**src/rtl/cmd_pkg.sv**
```systemverilog
// Shared command-interface types: byte type, response opcodes, payload limit
// and the response-transmitter state encoding (CHECKSUM only with CMD_RSP_TX_CHECKSUM_EN).
package cmd_pkg;

  typedef logic [7:0] byte_t;

  typedef enum logic [7:0] {
    RSP_ACK    = 8'h80,
    RSP_NACK   = 8'h81,
    RSP_STATUS = 8'h82
  } rsp_opcode_t;

  localparam int CMD_RSP_MAX_PAYLOAD = 8;

  typedef enum logic [2:0] {
    TX_IDLE,
    TX_OPCODE,
    TX_LENGTH,
    TX_PAYLOAD
`ifdef CMD_RSP_TX_CHECKSUM_EN
    ,
    TX_CHECKSUM
`endif
  } cmd_rsp_tx_state_t;

endpackage

```
**src/rtl/cmd_rsp_tx.sv**
```systemverilog
// Response transmitter: serialises opcode, length and payload onto the cmd_out byte stream.
// Define CMD_RSP_TX_CHECKSUM_EN to append an XOR checksum byte to every frame.
module cmd_rsp_tx
  import cmd_pkg::*;
#(
  parameter int MAX_PAYLOAD = CMD_RSP_MAX_PAYLOAD,
  parameter int LEN_W       = $clog2(MAX_PAYLOAD + 1)
) (
  input  logic                     clk,
  input  logic                     rstn,
  input  logic                     rsp_valid,
  output logic                     rsp_ready,
  input  logic [7:0]               rsp_opcode,
  input  logic [LEN_W-1:0]         rsp_length,
  input  logic [8*MAX_PAYLOAD-1:0] rsp_payload,
  output logic                     cmd_out_valid,
  input  logic                     cmd_out_ready,
  output byte_t                    cmd_out_data,
  output logic                     busy,
  output logic [15:0]              frames_sent
);

  // Handshakes on both sides are plain valid/ready: a transfer happens on a
  // rising clk where valid && ready; once cmd_out_valid is high it and
  // cmd_out_data hold until that transfer, and valid never looks at ready.

  localparam logic [LEN_W-1:0] MAX_LEN = LEN_W'(MAX_PAYLOAD);
  localparam logic [LEN_W-1:0] ONE     = LEN_W'(1);

  cmd_rsp_tx_state_t        state;
  logic [LEN_W-1:0]         len_q;
  logic [LEN_W-1:0]         idx;
  logic [8*MAX_PAYLOAD-1:0] payload_q;
  logic [8*MAX_PAYLOAD-1:0] payload_shift;
  logic [LEN_W-1:0]         len_clamped;
  logic                     hs;
  logic                     data_done;
  logic                     frame_done;
`ifdef CMD_RSP_TX_CHECKSUM_EN
  byte_t                    csum;
`endif

  assign len_clamped   = (rsp_length > MAX_LEN) ? MAX_LEN : rsp_length;
  assign hs            = cmd_out_valid && cmd_out_ready;
  assign payload_shift = payload_q >> 8;
  assign busy          = (state != TX_IDLE);

  // data_done marks the handshake of the last opcode/length/payload byte.
  assign data_done = hs && (((state == TX_LENGTH) && (len_q == '0)) ||
                            ((state == TX_PAYLOAD) && (idx == len_q - ONE)));
`ifdef CMD_RSP_TX_CHECKSUM_EN
  assign frame_done = hs && (state == TX_CHECKSUM);
`else
  assign frame_done = data_done;
`endif

  always_ff @(posedge clk or negedge rstn) begin
    if (!rstn) begin
      state         <= TX_IDLE;
      rsp_ready     <= 1'b1;
      cmd_out_valid <= 1'b0;
      cmd_out_data  <= '0;
      frames_sent   <= '0;
      len_q         <= '0;
      idx           <= '0;
      payload_q     <= '0;
`ifdef CMD_RSP_TX_CHECKSUM_EN
      csum          <= '0;
`endif
    end else begin
      unique case (state)
        TX_IDLE: begin
          if (rsp_valid && rsp_ready) begin
            state         <= TX_OPCODE;
            rsp_ready     <= 1'b0;
            cmd_out_valid <= 1'b1;
            cmd_out_data  <= rsp_opcode;
            len_q         <= len_clamped;
            payload_q     <= rsp_payload;
            idx           <= '0;
          end
        end
        TX_OPCODE: begin
          if (hs) begin
            state        <= TX_LENGTH;
            cmd_out_data <= byte_t'(len_q);
          end
        end
        TX_LENGTH: begin
          if (hs && (len_q != '0)) begin
            state        <= TX_PAYLOAD;
            cmd_out_data <= payload_q[7:0];
          end
        end
        TX_PAYLOAD: begin
          // Payload is shifted down so the next byte is always at the bottom.
          if (hs && (idx != len_q - ONE)) begin
            idx          <= idx + ONE;
            payload_q    <= payload_shift;
            cmd_out_data <= payload_shift[7:0];
          end
        end
`ifdef CMD_RSP_TX_CHECKSUM_EN
        TX_CHECKSUM: ;
`endif
        default: state <= TX_IDLE;
      endcase

`ifdef CMD_RSP_TX_CHECKSUM_EN
      if (rsp_valid && rsp_ready)
        csum <= '0;
      else if (hs)
        csum <= csum ^ cmd_out_data;

      if (data_done) begin
        state        <= TX_CHECKSUM;
        cmd_out_data <= csum ^ cmd_out_data;
      end
`endif

      if (frame_done) begin
        state         <= TX_IDLE;
        cmd_out_valid <= 1'b0;
        rsp_ready     <= 1'b1;
        frames_sent   <= frames_sent + 16'd1;
      end
    end
  end

endmodule
```
**config.mk**
```make
export PLATFORM = sky130hd
export DESIGN_NAME = cmd_rsp_tx
export DESIGN_NICKNAME = d
export VERILOG_FILES = /design/src/rtl/cmd_pkg.sv /design/src/rtl/cmd_rsp_tx.sv
export SDC_FILE = /design/constraint.sdc
export NUM_CORES = 1
export LEC_CHECK = 0
export CAP_MARGIN = 20
export CORE_ASPECT_RATIO = 0.7
export CORE_MARGIN = 2
export CORE_UTILIZATION = 35
export CTS_BUF_LIST = sky130_fd_sc_hd__clkbuf_2 sky130_fd_sc_hd__clkbuf_4 sky130_fd_sc_hd__clkbuf_8
export DETAILED_ROUTE_END_ITERATION = 6
export GPL_TIMING_DRIVEN = 0
export PLACE_DENSITY = 0.55
export SYNTH_ARGS = -nofsm -noshare
export SYNTH_HDL_FRONTEND = slang
export SYNTH_SLANG_ARGS = --single-unit
```
**constraint.sdc**
```tcl
create_clock -name clk -period 2.93 [get_ports clk]
set_clock_uncertainty 0.15 [all_clocks]
set_input_delay 0.586 -clock clk [delete_from_list [all_inputs] [get_ports clk]]
set_output_delay 0.586 -clock clk [all_outputs]
set_load 0.005 [all_outputs]
```
## Word level (Yosys, flattened, before mapping)

Cells that the tools add are included.

| storage, ports and cells | value |
|---|---|
| register bits after elaboration | 101 |
| bits in latches | 0 |
| RAM bits | 0 |
| bits in read-only memories | 0 |
| bits of input ports | 80 |
| output and inout port bits | 27 |
| word-level logic and storage cells | 69 |
| memories | 0 |

| cells by class | value |
|---|---|
| add/subtract/negate cells | 3 |
| multiply operators | 0 |
| div/mod/pow operators | 0 |
| order comparisons | 1 |
| equality and inequality tests | 13 |
| shifts and indexed selects | 0 |
| mux-type cells | 23 |
| bitwise operators | 0 |
| reduce and logical (&&, ||, !) cells | 21 |

Operators with widths:

| kind | count |
|---|---|
| 64-bit 2-to-1 mux | 2 |
| 64-bit case mux with 2 select lines | 1 |
| 8-bit 2-to-1 mux | 4 |
| 8-bit case mux with 4 select lines | 1 |
| 16-bit by 1-bit adder with 16-bit output (second input constant) | 1 |
| 3-bit 2-to-1 mux | 4 |
| 4-bit 2-to-1 mux | 3 |
| 3-bit case mux with 4 select lines | 1 |
| 4-bit case mux with 2 select lines | 1 |
| 4-bit nonzero test | 2 |
| 1-bit logical AND | 7 |
| 3-bit by 2-bit equality test with 1-bit output (second input constant) | 2 |
| 1-bit 2-to-1 mux | 6 |
| 2-bit != test (second input constant) | 3 |
| 3-bit != test (second input constant) | 2 |
| 2-bit nonzero test | 3 |
| 5-bit AND reduction | 1 |
| 4-bit by 1-bit adder with 4-bit output (second input constant) | 1 |
| 4-bit equality test | 1 |
| 4-bit greater-than comparator (second input constant) | 1 |
| 4-bit zero test | 1 |
| 2-bit by 1-bit != test with 1-bit output (second input constant) | 2 |
| 4-bit != test | 1 |
| 2-bit AND reduction | 2 |
| other kinds (8) | 8 |

## Longest topological paths before layout

| depth | value |
|---|---|
| depth after elaboration | 7 |
| gate-level depth with buffers | 9 |
| depth with buffers taken out | 7 |

## Worst setup path before layout

No wires, ideal clock.

| timing | value |
|---|---|
| path type | register to register |
| start | register len_q[0] |
| end | register cmd_out_data[0] |
| library setup time | 125 ps |
| arrival | 2200 ps |
| data required time | 2655 ps |
| setup slack | 455 ps |
| stages on the path, launching flop included | 9 |
| buffers on the path | 1 |
| period minus slack after synthesis | 2475 ps |
| cells stage by stage | dfrtp_1 > inv_1 > ha_1 > xnor2_2 > xnor2_4 > o31ai_1 > or4_1 > buf_4 > mux2_4 |

| between the ends | value |
|---|---|
| longest elaborated chain between the ends | 5 |
| elaborated cells on any way between the ends | 10 |
| those cells by class | add/sub: 1; eq/ne: 3; mux: 2; reduce/logical: 4 |

Ends and longest elaborated chain:

| what | line | text |
|---|---|---|
| start: declaration | cmd_rsp_tx.sv:31 | `logic [LEN_W-1:0] len_q;` |
| start signal: assignment | cmd_rsp_tx.sv:78 | `len_q <= len_clamped;` |
| 4-bit by 1-bit subtractor with 4-bit output | cmd_rsp_tx.sv:97 | `if (hs && (idx != len_q - ONE)) begin` |
| 4-bit != test | cmd_rsp_tx.sv:97 |  |
| 1-bit logical AND | cmd_rsp_tx.sv:97 |  |
| 2-bit by 1-bit != test with 1-bit output (no source line) | - |  |
| 5-bit AND reduction (no source line) | - |  |
| end signal: assignment | cmd_rsp_tx.sv:86 | `cmd_out_data <= byte_t'(len_q);` |
| end signal: assignment | cmd_rsp_tx.sv:92 | `cmd_out_data <= payload_q[7:0];` |
| end signal: assignment | cmd_rsp_tx.sv:100 | `cmd_out_data <= payload_shift[7:0];` |
| end: declaration | cmd_rsp_tx.sv:18 | `output byte_t cmd_out_data,` |

Several ways; a longest one is shown, not always the timed one. The select of a mux whose other input is x is not followed.
A chain may end at the register's enable or synchronous reset.

## Worst setup path after layout

| timing | value |
|---|---|
| start | register len_q[0] |
| end | register cmd_out_data[2] |

| between the ends | value |
|---|---|
| longest elaborated chain between the ends | 5 |
| elaborated cells on any way between the ends | 8 |
| those cells by class | add/sub: 1; eq/ne: 3; reduce/logical: 4 |

Ends and longest elaborated chain:

| what | line |
|---|---|
| 4-bit by 1-bit subtractor with 4-bit output | cmd_rsp_tx.sv:97 |
| 4-bit != test | cmd_rsp_tx.sv:97 |
| 1-bit logical AND | cmd_rsp_tx.sv:97 |
| 2-bit by 1-bit != test with 1-bit output (no source line) | - |
| 5-bit AND reduction (no source line) * | - |

Mark *: on every way between the ends. The rest lies on a longest branch, timed or not.

==> results.toml <==
[outcome]
outcome = "finished, final reports clean"

[yosys]
yosys_register_bits = 100
syn_area_um2 = 4860
ys_seq_area_share_pct = 51.5
synth_top_cell_by_area = "dfrtp_1"
ys_top_cells_by_area = "dfrtp_1 (51%), mux2i_1 (10%), o21ai_0 (6.8%), nand2_1 (5.9%), xnor2_1 (2.7%)"
yosys.area.top_type_share_pct = 51.0
yosysUniqueCellTypes = 44
syn-instance-count = 472
syn_avg_cell_area_um2 = 10.3
yosysWarnings = 0
syn_nets = 560

[clock_network]
cts_sinks = 100
cts.path.max_buffers = 2
ctsRootBufferMaster = "clkbuf_8"
clk_pin_slew_ps = 100
clock_latency_ps = 350
cts_tree = "built"
cts_made_buffers = 9
htreeDepth = 3

[pwr]
ir_drop_mv = 0.437
power-per-cell-area_nw_per_um2 = 1010
leakagePower_nw = 2.76

[timing]
rsz0062_at_grt = "yes"
setup_viol = 0
min_period_over_period_pct = 96.1
final.setup.worst_slack_ps = 113
relSlewSlack_pct = 45.1
hold_viol = 0
clock.fmax_ghz = 0.355
period_needed_ps = 2820
worstMarginPinSlew_ps = 819
maxSlewViolCount = 0
worst_hold_slack_ps = 49.6

[worst_setup_path]
end_kind = "flop"
path_max_fanout = 8
critPathArrivalTime_ps = 2910
worstSetupPathType = "reg2reg"
cp_slowest_cell = "or4_1"
timing.critical_path.from = "len_q[0]"
cp-start-kind = "flop"
path_cells = "inv_1 > ha_1 > xor2_1 > nand3_1 > o31ai_1 > or4_1 > buf_4 > mux2_4"
worst_r2r_path_depth = 8
worstSetupEndpoint = "cmd_out_data[2]"
critPathMaxStageDelay_ps = 550
regToRegEndpoint = "cmd_out_data[2]"
worstReg2RegStart = "len_q[0]"
r2r_setup_slack_ps = 110
cp.required_ps = 3030

[routing]
dr_wl_met2_um = 4980
viasPerCell = 4.92
antenna_left = 0
drc = 0
dr_total_vias = 3833
wl_per_cell_um = 16.0
drt_wl_total_um = 12400
met3_wirelength_um = 749
drt_pass1_iterations = 5
drt-met1-wl_um = 6640
drt_iter0_drc = 235
top_layer = "met4"

[hold_path]
min_path_type = "in2async"

[die]
start_util_pct = 36.4
fp.dieW_um = 145
num_rows = 35
core_area_um2 = 13400
die-area_um2 = 14900
die_h_um = 103
io_pins = 107

[finish]
multi_input_area_um2 = 2180
layout_common_cells = "clkdlybuf4s50_1 (105), dfrtp_1 (99), nand2_1 (77), o21ai_0 (66), mux2i_1 (49)"
regArea_um2 = 2500
area_growth_pct = 32.3
drive_above_1_share_pct = 8.92
nets = 677
final_common_cell = "clkdlybuf4s50_1"
nFillCells = 1268
n_antenna_cell = 0

[global_routing]
grt_pass1_vias = 3966
track_usage_pct = 18.2
grt_overflow = 0
grt_pass1_wl_um = 20900
grt_max_degree = 65
grt_antenna_before_repair = 0

[placement]
place_ws_ps = -85.2
place_congestion = 0.776
io_buffers = 106
dp_hpwl_um = 9330

[run]
cap_violations = 0
==> final cells by class <==
cell class	instances	share of cell area, %
buffer	28	1.98
clock buffer	11	2.35
clock inverter	5	1.30
inverter	17	0.992
multi-input combinational	326	34.0
sequential	100	38.9
tap	185	3.60
timing repair buffer	107	16.9
==> per-layer routing <==
layer | track usage [%] | up-vias
met2 | 25.0 | 110
met5 | 0 | -
li1 | - | 1873
met3 | 4.23 | 6
met1 | 29.0 | 1844
met4 | 3.36 | 0
==> worst min-delay path by stage <==
stage | slack [ps] | startpoint | end
after floorplan | 140 | rstn | cmd_out_data[0]
after global routing | 60 | rstn | payload_q[13]
after detailed placement | 320 | frames_sent[15] | frames_sent[15]
after global placement | 310 | frames_sent[15] | frames_sent[15]
final | 50 | rstn | payload_q[13]
after CTS | 50 | rstn | payload_q[13]
==> worst max-delay path: cells and delay by family (launching register included) <==
family | cells | cell delay [ps]
muxes | 1 | 300
AOI/OAI and AO/OA | 1 | 180
and+or+nand+nor | 2 | 790
xor gates and xnor gates | 1 | 170
DFF | 1 | 480
adders and majority gates | 1 | 330
buffers and inverters | 2 | 310
==> cell families after synthesis <==
logic type	share of synthesized area, %
adders and majority gates	2.06
AOI/OAI and AO/OA	12.5
muxes	13.0
and+or+nand+nor	12.6
xor gates and xnor gates	4.48
buffers and inverters	3.84
DFF	51.5
==> cell usage after synthesis, drive strengths merged <==
cell type	n
a211oi	2
a21boi	1
a21o	2
a21oi	10
a222oi	4
a22oi	4
and2	1
and3	2
buf	11
clkbuf	18
dfrtp	99
dfstp	1
ha	8
inv	17
mux2	10
mux2i	49
nand2	77
nand2b	12
nand3	8
nand3b	1
nand4	13
nor2	8
nor2b	1
nor3	3
nor3b	1
nor4	1
nor4bb	1
o21a	1
o21ai	69
o22ai	8
o31ai	4
o32ai	1
or2	1
or4	1
or4b	1
xnor2	18
xor2	3
==> metrics by stage <==
step                cell area [um^2]  cells  TNS [ps]  utilization, %  power (mW)
floorplan                       4860    472         0               -        4.47
global placement                6150    763   -283390            46.1        5.41
detailed placement              6180    764     -3450            46.3        5.50
CTS                             6430    780         0            48.1        6.56
global route                    6430    779     -27.2            48.2        7.09
finish                          6430    779         0            48.2        6.50
==> state kept, by name, indices dropped and copies added, names as in the netlist <==
| register | count |
|---|---|
| cmd_out_data | 8 |
| cmd_out_valid | 1 |
| frames_sent | 16 |
| idx | 4 |
| len_q | 4 |
| payload_q | 64 |
| rsp_ready | 1 |
| state | 2 |
==> where the power goes <==
group | switching [mW] | internal [mW] | total, mW
Sequential | 0.391 | 1.96 | 2.35
Combinational | 1.72 | 1.42 | 3.14
Clock | 0.485 | 0.530 | 1.01
Total | 2.60 | 3.90 | 6.50
==> repair_timing <==
action / 4_1_cts / 5_1_grt
endpoints found under the hold margin: 0 / 0
gates resized for setup: 4 / 13
hold buffers: 0 / 0
setup endpoints to repair: 61 / 70
buffers inserted: 0 / 0
pin swaps: 0 / 1
gates cloned: 0 / 0
(Power assumes the default switching activity.)
